`src/rtl/multiplier_lut.sv`:
```
// multiplier_lut: unsigned WIDTH x WIDTH multiplier built from a constant
// product table indexed by {a, b}. It also provides a one-cycle registered copy
// of the product with a valid flag.
//   clk       - rising-edge clock (registered path only)
//   rst_n     - async active-low reset; clears z_q and out_valid only
//   a, b      - unsigned operands, WIDTH bits each
//   in_valid  - captures the current product into z_q on the next edge
//   z         - combinational product, 2*WIDTH bits
//   z_q       - registered product, 2*WIDTH bits
//   out_valid - z_q was captured on the previous edge
module multiplier_lut #(
  parameter int unsigned WIDTH = 2
) (
  input  logic               clk,
  input  logic               rst_n,
  input  logic [WIDTH-1:0]   a,
  input  logic [WIDTH-1:0]   b,
  input  logic               in_valid,
  output logic [2*WIDTH-1:0] z,
  output logic [2*WIDTH-1:0] z_q,
  output logic               out_valid
);

  localparam int unsigned PW = 2 * WIDTH;
  localparam int unsigned NE = 1 << PW;

  // Table entry for index {i, j}: i*j evaluated by shift-and-add at elaboration.
  function automatic logic [PW-1:0] prod_f(input int unsigned idx);
    int unsigned i;
    int unsigned j;
    int unsigned acc;
    i   = idx >> WIDTH;
    j   = idx & ((32'd1 << WIDTH) - 32'd1);
    acc = 32'd0;
    for (int k = 0; k < int'(WIDTH); k++) begin
      if (j[k]) acc = acc + (i << k);
    end
    return PW'(acc);
  endfunction

  logic [PW-1:0] lut [NE];

  for (genvar g = 0; g < int'(NE); g++) begin : g_lut
    assign lut[g] = prod_f(g);
  end

  // Combinational product: a plain table read, independent of clk/rst_n.
  assign z = lut[{a, b}];

  logic [PW-1:0] prod_d, prod_q;
  logic          vld_d, vld_q;

  // Capture on in_valid; the product holds otherwise, valid drops.
  always_comb begin
    prod_d = prod_q;
    vld_d  = 1'b0;
    if (in_valid) begin
      prod_d = z;
      vld_d  = 1'b1;
    end
  end

  always_ff @(posedge clk or negedge rst_n) begin
    if (!rst_n) begin
      prod_q <= '0;
      vld_q  <= 1'b0;
    end else begin
      prod_q <= prod_d;
      vld_q  <= vld_d;
    end
  end

  assign z_q       = prod_q;
  assign out_valid = vld_q;

endmodule

```
`config.mk`:
```
export PLATFORM = sky130hd
export DESIGN_NAME = multiplier_lut
export DESIGN_NICKNAME = d
export VERILOG_FILES = /design/src/rtl/multiplier_lut.sv
export SDC_FILE = /design/constraint.sdc
export NUM_CORES = 1
export LEC_CHECK = 0
export ABC_CLOCK_PERIOD_IN_PS = 1100
export BUFFER_PORTS_ARGS = -buffer_cell sky130_fd_sc_hd__buf_2
export CORE_AREA = 10 10 47 49
export CTS_CLUSTER_DIAMETER = 100
export CTS_CLUSTER_SIZE = 25
export DETAILED_ROUTE_END_ITERATION = 7
export DIE_AREA = 0 0 57 59
export GPL_TIMING_DRIVEN = 0
export HOLD_SLACK_MARGIN = 0.1
export PLACE_DENSITY = 0.48
export SYNTH_ARGS = -nofsm -noshare
export SYNTH_HDL_FRONTEND = slang
export SYNTH_SLANG_ARGS = --single-unit
```
`constraint.sdc`:
```
create_clock -name clk -period 1.1 [get_ports clk]
set_input_delay 0 -clock clk [delete_from_list [all_inputs] [get_ports clk]]
set_output_delay 0 -clock clk [all_outputs]
set_load 0.02 [all_outputs]
```
Word level (Yosys, flattened, before mapping)
Memory sizes are Yosys's and may differ from the RTL's.
Index checks and enable logic that the tools add are counted.
Widths: inputs -> output; s select.
Word-level totals
  register bits after elaboration: 5
  memories: 1
  word-level logic and storage cells: 8
  input port bits: 7
  output and inout bits: 9
  memory bits (read-only): 64
Cells by class
  mux-type cells: 3
  order comparisons: 1
  bitwise gates (word level): 1
Memory list
  (no name shown): words 16, bits a word 4, rd ports 1, clocked after memory_dff 0, wr ports 0, RTL line 48  | assign z = lut[{a, b}];
Operator list (count)
  $mux 4: 2
  $ge 5x5->1 const B: 1
  $not 4->5: 1
  $mux 1: 1

Depth between registers and ports, before layout
  depth after elaboration: 4
  mapped depth: 5

Least setup slack after synthesis
OpenSTA, ideal clock, no wires.
  path type: reg-to-reg
  start point: reg z_q[2] (netlist name)
  end point: reg prod_q[2], in the netlist z_q[2]
  period minus slack after synthesis: 835 ps
  stages on the path, launching flop included: 2
  setup time: 125 ps
  arrival time: 710 ps
  setup slack: 265 ps
  cells stage by stage: dfrtp_1 mux2_4
RTL lines
  to (signal assigned): RTL line 68  | prod_q <= prod_d;
  to (decl): RTL line 50  | logic [PW-1:0] prod_d, prod_q;

Final worst setup path
  start point: in in_valid
  end point: reg prod_q[3], in the netlist z_q[3]
RTL lines
  from (decl): RTL line 18  | input logic in_valid,
No word-level cell between the ends.

==> results.md <==
Outcome:
- The run finished with clean final reports.

Global route:
- The global routing usage summed across all routing layers is roughly 4.6%.
- The initial antenna violation count is 0.
- The via count of the first global-routing pass came to 276.
- Entering global routing, the biggest net connects 7 pins.
- The global route total overflow is 0.
- The wire length of the first global-routing pass is roughly 1200 microns.

Placement:
- Routability-driven placement finished with a final weighted congestion of just over 0.6.
- The detailed placement HPWL is roughly 620 microns.
- After detailed placement, the design holds a cell count of 52.
- The worst slack at placement is approximately 160 ps.
- In this run the cell area measured after placement is 352.8 sq um.
- In this run the tool buffered the top-level ports with 15 buffer cells.

Routing:
- The detail route stage leaves a number of antenna-violating nets equal to 0.
- The final layout contains routed wiring with a total length of between 700 and 800 microns.
- The pre-antenna-repair detailed-routing pass consisted of 2 iterations.
- The number of DRC markers after the initial detailed-route iteration is 2.
- After detailed routing, the number of vias per cell comes to 4.119.
- The post-detailed-route DRC marker count is 0.
- The detailed-route via count is between 200 and 250.
- In the final routed layout, each cell accounts on average for 12.07 microns.

Worst setup path:
- The critical path endpoint category is a flip-flop.
- The endpoint arrival time on the critical path is approximately 1000 ps.
- Of all nets on the critical path, the largest fanout is 6.
- The delay of the slowest cell on the worst path is approximately 520 ps.
- The critical path goes through dlygate4sd3_1 > buf_2 > mux2_2.
- The worst setup path is launched from an input pin.
- Broken down by cell family, the worst path's largest delay share belongs to buffers and inverters.
- The setup path with the least slack is of type input pin to flip-flop.
- STA puts the critical path data required time at between 1000 and 1500 ps.
- Among all stages on the critical path, the largest delay is contributed by sky130_fd_sc_hd__dlygate4sd3_1.
- The count of buffering cells on the critical path with inverters included is 2.

Synth:
- The number of distinct library cell variants in the gate-level netlist after synthesis is 14.
- The portion of synthesized area spent on multiplexers is 18.45%.
- The synthesized instance count is 21.
- The simple-gate share of the synthesized area is between 15 and 20%.
- The largest family of logic cells by synthesized area is multiplexers.
- The share of the synthesized netlist area taken by xor and xnor gates is 0%.
- The share of synthesized area occupied by flip-flops and latches is about half.
- The yosys synthesis warning count is 0.
- The adder and majority gate portion of the synthesized area is under 10%.
- The synthesized netlist net count is 30.
- The flip-flop and latch count after synthesis is 5.
- The share of the synthesized area in compound gates (AO/OA/AOI/OAI) is under 10%.
- In this run the mean area of a mapped cell was about 12 sq um.
- After synthesis the cells add up to 257.7 sq um.

Clock tree:
- The count of clock tree sinks is 5.
- The tree is rooted in a sky130_fd_sc_hd__clkbuf_4.
- After clock tree synthesis, the clock-pin slew on the worst setup and hold paths is 40 ps.
- The number of clock buffers inserted by TritonCTS is 3.
- In this run the number of H-tree levels came out at 1.
- Once the clock tree was built, the resizer swapped 0 gates to a different size.
- In this run the deepest clock path goes through 2 buffers.
- After clock tree synthesis, the flow added hold-fix buffers numbering 3.
- The TritonCTS clock tree is done.
- Once the clock tree was built, the setup fixing pass inserted 0 buffers.
- Clock latency on the worst-skew pair, taken at its later pin, is 240 ps.

Power:
- The total power density per cell area is 1300 nW/um^2.
- The analysis attributes to cell leakage a power of between 0.2 and 0.25 nW.
- The share of total power dissipated in sequential elements is about two fifths.
- The peak ir drop on the vdd network is approximately 0.23 mV.
- The clock network burns between 30% and 40% of the power.
- The combinational power share is around 23%.
- The overall power is 0.5318 mW.
- Of the total power, the share spent switching nets is 27.20%.
- Internal power comes to about 0.39 mW.
- The net switching power is 0.1446 mW.

Timing:
- The worst path meets setup with 190.1 ps of slack.
- After routing, the total negative slack on setup checks comes to 0 ps.
- The ratio of final minimum period to clock period is 82.71%.
- On the final layout, the worst clock skew is 0 ps.
- Across all hold checks on the routed design, the worst slack comes to around 110 ps.
- The final count of hold timing violations was 0.
- The routed design could run at a clock period as short as 909.9 ps.
- The upper clock frequency limit is approximately 1.1 GHz.
- For the pin with the worst max-slew slack, the measured transition is 230.7 ps.
- The max-slew violation count was 0.
- Setup violations remaining at the end of the flow were counted as 0.
- Setup repair after global routing left no endpoint under its margin.
- The headroom to the max-slew limit is between 80% and 90%.

Worst hold path:
- The class of the most critical hold timing path is input pin to flip-flop.

Die:
- The area of the core is about 1400 sq um.
- From bottom edge to top edge, the die measures slightly below 60 microns.
- The number of top-level pins is 16.
- The die span in x is around 57 microns.
- The die covers around 3400 sq um.
- The initial utilization of the core area, before any placement, comes to about 18%.
- The initialized floorplan defines 14 standard-cell rows.

Final layout:
- Once layout is done, the placed cells without fillers occupy 409.1 sq um.
- In the final design database the tool counted 53 nets.
- The synthesis-to-layout area growth is 58.74%.
- The number of non-filler instances in the completed layout is 59.
- The post-route netlist has around 56% of its cells at a drive strength greater than 1.
- The number of antenna diodes in the final layout is 0.
- The share of the core filled with cells is between 20% and 30%.

Run:
- Max-cap violations in this run came to 0.
## state kept, by name (all words and copies together) (netlist names)
signal,flops
z_q,4
out_valid,1
## cells in the final DEF, fill, tap and decap left out
cell type,n
sky130_fd_sc_hd__inv_1,1
sky130_fd_sc_hd__and2_2,1
sky130_fd_sc_hd__dlygate4sd3_1,3
sky130_fd_sc_hd__mux2_2,2
sky130_fd_sc_hd__nor2_1,1
sky130_fd_sc_hd__o211ai_1,1
sky130_fd_sc_hd__buf_2,15
sky130_fd_sc_hd__dfrtp_1,5
sky130_fd_sc_hd__and3_2,1
sky130_fd_sc_hd__ha_1,2
sky130_fd_sc_hd__nor2b_2,1
sky130_fd_sc_hd__clkbuf_4,3
sky130_fd_sc_hd__mux2i_1,1
sky130_fd_sc_hd__clkbuf_1,1
sky130_fd_sc_hd__nand3b_1,1
sky130_fd_sc_hd__mux2_4,1
sky130_fd_sc_hd__nand2_1,2
sky130_fd_sc_hd__a31oi_1,1
## metal layers
layer / routed length, microns / share of wire [%] / track usage [%]
met1: 343 / 48 / 5.156
met2: 219 / 31 / 4.806
met3: 127 / 18 / 3.863
met4: 21 / 2.9 / 5.034
met5: 0 / 0 / 0
## cells in the mapped netlist (all sizes together)
cell    count  area (sq um)
dfrtp       5         125.1
mux2        3         37.53
ha          2         25.02
nand2       2         7.510
a31oi       1         6.260
and2        1         7.510
and3        1         7.510
inv         1         3.750
mux2i       1         10.01
nand3b      1         7.510
nor2        1         3.750
nor2b       1         8.760
o211ai      1         7.510
## power groups by stage
stage	sequential (mW)	clock [mW]	combinational, mW
floorplan	0.225	0	0.0436
global placement	0.208	0	0.113
detailed placement	0.207	0	0.114
CTS	0.205	0.216	0.122
global route	0.206	0.221	0.134
finish	0.205	0.208	0.120
## area by class of cell
type                            instances  area, sq um
Multi-Input combinational cell         15        128.9
Fill cell                             159        992.2
Tap cell                               16        20.02
Clock buffer                            4        26.28
Sequential cell                         5        125.1
Inverter                                1        3.754
Timing Repair Buffer                   18        105.1
## final timing paths
path	startpoint	to	slack (ps)	cells past startpoint
max	in_valid	z_q[3]	190	3
min	a[1]	z_q[1]	110	3
max reg2reg	z_q[2]	z_q[2]	360	1
min reg2reg	z_q[0]	z_q[0]	500	1
max in group asynchronous	rst_n	z_q[3]	230	3
min in group asynchronous	rst_n	z_q[2]	670	3
## cells by family after synthesis
| logic type | Yosys count |
|---|---|
| fa+ha+maj | 2 |
| buf+inv | 1 |
| compound gates | 2 |
| mux | 4 |
| simple gates | 7 |
| flops | 5 |
(Power assumes the default switching activity.)
